==> src/rtl/clock_divider_multi.sv <==
// clock_divider_multi
//   NUM_CH independent square-wave dividers running from one clk_in.
//   Each channel has a runtime-programmable half-period. A new divisor is held
//   as pending and takes effect only at the channel's next toggle, so the
//   output never produces a shortened or stretched runt half-cycle.
//
// Parameters
//   NUM_CH       number of divider channels (>= 1)
//   CNT_W        counter / divisor width
//   DEFAULT_DIV  half-period loaded into every channel at reset
//
// Ports
//   clk_in   system clock, all logic on posedge
//   reset_n  asynchronous active-low reset
//   div_wr   divisor write strobe (one cycle)
//   div_ch   channel index for the write; out-of-range indices are ignored
//   div_val  new half-period in clk_in cycles (0 behaves as 1)
//   ch_en    per-channel run enable
//   clk_out  divided square waves, registered
//   tick     one-cycle pulse in the first cycle clk_out reads 1
//   busy     divisor update pending on that channel
//
// Build option
//   CLOCK_DIV_TICK_EN  when defined, tick flops are built; otherwise tick is 0.

module clock_divider_multi #(
    parameter int NUM_CH      = 4,
    parameter int CNT_W       = 16,
    parameter int DEFAULT_DIV = 20000,
    localparam int CH_W       = (NUM_CH > 1) ? $clog2(NUM_CH) : 1
) (
    input  logic              clk_in,
    input  logic              reset_n,
    input  logic              div_wr,
    input  logic [CH_W-1:0]   div_ch,
    input  logic [CNT_W-1:0]  div_val,
    input  logic [NUM_CH-1:0] ch_en,
    output logic [NUM_CH-1:0] clk_out,
    output logic [NUM_CH-1:0] tick,
    output logic [NUM_CH-1:0] busy
);

    for (genvar g = 0; g < NUM_CH; g++) begin : g_ch
        logic [CNT_W-1:0] cnt;
        logic [CNT_W-1:0] act_div;
        logic [CNT_W-1:0] pend_div;
        logic [CNT_W-1:0] eff;
        logic             pend_vld;
        logic             clk_q;
        logic             wrap;
        logic             wr_hit;
        logic             apply_now;

        always_comb begin
            eff       = (act_div == '0) ? CNT_W'(1) : act_div;
            wrap      = ch_en[g] && (cnt == eff - CNT_W'(1));
            wr_hit    = div_wr && (div_ch == CH_W'(g));
            // A disabled channel has no period in flight, so any new divisor
            // can be taken immediately, exactly as at a wrap.
            apply_now = !ch_en[g] || wrap;
        end

        always_ff @(posedge clk_in or negedge reset_n) begin
            if (!reset_n) begin
                cnt      <= '0;
                act_div  <= CNT_W'(DEFAULT_DIV);
                pend_div <= '0;
                pend_vld <= 1'b0;
                clk_q    <= 1'b0;
            end else begin
                if (!ch_en[g]) begin
                    cnt   <= '0;
                    clk_q <= 1'b0;
                end else if (wrap) begin
                    cnt   <= '0;
                    clk_q <= ~clk_q;
                end else begin
                    cnt   <= cnt + CNT_W'(1);
                end

                // Incoming write beats an older pending value at an apply point.
                if (apply_now) begin
                    if (wr_hit) begin
                        act_div  <= div_val;
                        pend_vld <= 1'b0;
                    end else if (pend_vld) begin
                        act_div  <= pend_div;
                        pend_vld <= 1'b0;
                    end
                end else if (wr_hit) begin
                    pend_div <= div_val;
                    pend_vld <= 1'b1;
                end
            end
        end

        assign clk_out[g] = clk_q;
        assign busy[g]    = pend_vld;

`ifdef CLOCK_DIV_TICK_EN
        logic tick_q;

        // Rising wrap: registered together with clk_q so both read 1 in the same cycle.
        always_ff @(posedge clk_in or negedge reset_n) begin
            if (!reset_n) begin
                tick_q <= 1'b0;
            end else begin
                tick_q <= wrap && !clk_q;
            end
        end

        assign tick[g] = tick_q;
`else
        assign tick[g] = 1'b0;
`endif
    end

endmodule

==> config.mk <==
export PLATFORM = sky130hd
export DESIGN_NAME = clock_divider_multi
export DESIGN_NICKNAME = d
export VERILOG_FILES = /design/src/rtl/clock_divider_multi.sv
export SDC_FILE = /design/constraint.sdc
export NUM_CORES = 1
export LEC_CHECK = 0
export ABC_CLOCK_PERIOD_IN_PS = 5200
export BUFFER_PORTS_ARGS = -buffer_cell sky130_fd_sc_hd__buf_2
export CAP_MARGIN = 10
export CORE_MARGIN = 4
export CORE_UTILIZATION = 50
export CTS_CLUSTER_DIAMETER = 30
export DETAILED_ROUTE_END_ITERATION = 10
export PLACE_DENSITY_LB_ADDON = 0.3
export SLEW_MARGIN = 10
export SYNTH_ARGS = -nofsm -noshare
export SYNTH_HDL_FRONTEND = slang
export SYNTH_SLANG_ARGS = --single-unit
==> constraint.sdc <==
create_clock -name clk_in -period 5.2 [get_ports clk_in]
set_input_delay 0.52 -clock clk_in [delete_from_list [all_inputs] [get_ports clk_in]]
set_output_delay 0.52 -clock clk_in [all_outputs]
set_load 0.05 [all_outputs]
==> results.txt <==
----------------------------------------------------
[Logic synthesis]
  Cell types occupying the most area after synthesis ... dfrtp_1 41%, mux2_2 5.8%, xor2_1 5.4%
  Top flip-flop cell by instance count after synthesis ... dfrtp_1
  Distinct cell type count after synthesis ... 78
  Share of flip-flops with an asynchronous set or reset after synthesis ... 100.0%
  Part of the Yosys area used for sequential elements ... 46.20%
  Gate count of the mapped netlist ... 1046
  Yosys reg bits ... 200
  Number of synthesized flops with an enable pin ... 0
  Warning count from the yosys run ... 0
  Average instance area after synthesis ... 10.41 µm²
  Area of the mapped netlist ... 10890 µm²
  Share of the synthesized area in the top cell type ... 41.37%
  Largest area contributor in the netlist ... dfrtp_1

[GRT]
  Pin count of the biggest net entering global routing ... 118
  Vias in the first global route ... 7902
  First-pass GRT wire length ... 40.58 mm
  Number of antenna violations at the first check in global routing ... 0
  Overall fraction of global-route tracks in use ... 20.39%
  GRT overflow ... 0

[Detailed routing]
  First DRT Iteration DRCs ... 590
  Pre-antenna DRT Iters ... 5
  DRT Wirelength ... 23.99 mm
  ANT nets after route ... 0
  Routed vias/inst ... 6.067
  Number of design rule violations left after detail routing ... 0
  Final routed wire length divided by cell count ... 17.97 µm
  Number of vias in the routed layout ... 8099

[Setup path]
  Critical path's slowest cell ... dfstp_2
  Critical path type ... reg2reg
  Critical-path maximum fanout ... 17
  Worst r2r dst ... g_ch[2].pend_div[9]
  Cell family contributing the most delay on the critical path ... compound AO/OA/AOI/OAI gates
  FF-to-FF path depth ... 12
  Cells traversed along the worst timing path ... nor4_1 -> a41oi_1 -> ha_1 -> or3b_2 -> or4_1 -> a2111oi_0 -> nand4_1 -> a2111oi_0 -> a31o_2 -> or2_1 -> buf_4 -> mux2_2
  CP endpoint kind ... flip-flop
  Delay contributed by the slowest stage of the critical path ... 610 ps
  Required time worst endpoint ... 5500 ps
  Critical path's most frequent cell ... a2111oi_0
  Setup slack, reg-to-reg ... 490 ps
  Launch point of the critical path ... g_ch[2].act_div[10]
  Launch point of the worst reg-to-reg path ... g_ch[2].act_div[10]
  CP Launch Type ... flip-flop
  Critical Path AT ... 5020 ps
  Worst path bufs/invs ... 1

[Clock tree]
  Largest buffer count on any clock path ... 2
  Post-CTS Resized ... 0
  CTS Hold Buffers Added ... 0
  Clock tree from TritonCTS ... built
  Max H-tree Level ... 4
  Clock root buffer ... clkbuf_16
  Clock-pin slew reported for the worst setup and hold paths after clock tree synthesis ... 70 ps
  Clock network latency to the later pin of the worst-skew pair ... 430 ps
  Total clock buffers created by CTS ... 17
  Number of setup buffers added after CTS ... 0
  Clock sinks ... 200

[Die]
  Total die area ... 24200 µm²
  Die X ... 155.6 µm
  Starting Density ... 51.31%
  Placement row count ... 53
  I/O pin count ... 37
  Overall die height ... 155.6 µm
  Core Region ... 21220 µm²

[STA]
  Slew margin rel. ... 39.83%
  Setup total negative slack ... 0 ps
  Clock skew after layout ... 11.93 ps
  Number of hold violations in the final report ... 0
  RSZ-0062 raised after global routing ... false
  Worst Hold Slack ... 132.1 ps
  Number of setup violations in the final report ... 0
  Count of final max-slew check failures ... 0
  Maximum frequency from static timing analysis ... 212.1 MHz
  Worst Tran Pin Value ... 899.8 ps
  Final worst path period share ... 90.67%
  Clock period minus worst slack ... 4715 ps

[Cells and area]
  Core Util, Final ... 55.45%
  Ratio of cells with drive above 1 in the final layout ... 17.45%
  Filler Cells Inserted ... 1880
  Sequential cell area ... 5030 µm²
  Syn-to-layout area delta ... 8.067%
  # diodes ... 0
  Post-layout nets ... 1080
  Post-route cell area ... 11770 µm²
  Area used by multi-input combinational logic ... 5485 µm²

[Status]
  Run status ... finished clean

[Power and ir drop]
  Power density cells ... 355.0 nW/µm²
  Worst vdd rail ir drop ... 0.1910 mV
  Standby leakage power ... 4.764 nW

[Job]
  Max Cap Viol ... 0

[Placed design]
  Global placer's final weighted congestion ... 0.8897
  Instance area at placement ... 11210 µm²
  DP Wirelength ... 16.49 mm
  Count of input and output buffers ... 32

[Worst hold path]
  Worst hold-check path type ... in2async

----------------------------------------------------
power breakdown:
part           switching [mW]  internal [mW]
Clock                   0.584          0.662
Sequential              0.291           1.83
Combinational           0.379          0.426
Total                    1.25           2.92
worst max path at each step:
stage                           end  slack (ps)  cells after the start
4_1_cts         g_ch[2].pend_div[9]         480                     12
3_3_place_gp   g_ch[2].pend_div[15]         670                     12
5_1_grt         g_ch[2].pend_div[1]         140                     12
2_1_floorplan  g_ch[2].pend_div[10]         870                     14
3_5_place_dp    g_ch[2].pend_div[1]         510                     12
6_report        g_ch[2].pend_div[9]         490                     12
routing by layer:
| metal | track usage, % | vias to the layer above | routed length, µm |
|---|---|---|---|
| li1 | - | 3852 | - |
| met1 | 30.53 | 4078 | 11690 |
| met2 | 31.22 | 155 | 11090 |
| met3 | 4.050 | 14 | 1048 |
| met4 | 3.960 | 0 | 164 |
| met5 | 0 | - | 0 |
Yosys cell counts, drive strengths merged, types with 6 or more instances:
cell type  count
dfrtp        180
nor2         103
xor2          67
mux2          66
o22ai         65
a2bb2oi       60
nand3         53
xnor2         53
clkbuf        42
nand2         42
buf           26
and3          21
dfstp         20
nor3          20
o21ai         19
inv           16
nor4          15
or4           15
a21oi         14
nand4         11
o31ai         11
or3           11
ha             8
nor3b          8
nand3b         7
nor2b          6
registers in the layout (all words and copies together), names as in the netlist:
| register | cells |
|---|---|
| g_ch.clk_q | 4 |
| g_ch.cnt | 64 |
| g_ch.pend_vld | 4 |
| g_ch.act_div | 64 |
| g_ch.pend_div | 64 |
stage by stage:
stage,cells,setup WS [ps],power [mW]
floorplan,1049,865.9,2.709
global placement,1303,672.0,2.921
detailed placement,1303,511.6,2.954
CTS,1335,485.0,4.214
global route,1335,139.3,4.406
finish,1335,485.1,4.177
final cells by class:
class	instances	share of cell area [%]
clock buffer	21	4.083
clock inverter	11	0.6168
inverter	16	0.5104
multi-input combinational	765	46.62
sequential	200	42.75
tap	275	2.924
timing repair buffer	47	2.499
kinds of logic (layout without fill, tap and decap cells):
kind of cell	after synthesis	count (layout)	share of synthesized area (%)
buf+inv	84	95	3.608
mux	70	70	7.194
xor+xnor	121	121	9.860
fa+ha+maj	8	8	0.9194
other cells	1	4	0.03444
simple gates	338	338	16.09
compound gates	224	224	16.10
flops	200	200	46.20
cells in the final DEF, fill, tap and decap left out, drive strengths merged, types with 6 or more instances in the layout:
cell / n
xnor2: 53
a21oi: 14
inv: 17
o22ai: 65
o31ai: 11
nand3b: 7
buf: 46
nor2b: 6
a2bb2oi: 60
nor4: 15
mux2: 66
nand2: 42
clkbuf: 22
ha: 8
dfstp: 20
nor3: 20
nand3: 53
nand4: 11
xor2: 67
dfrtp: 180
nor3b: 8
o21ai: 19
clkinv: 6
or4: 15
nor2: 103
and3: 21
or3: 11
(Power assumes the default switching activity.)
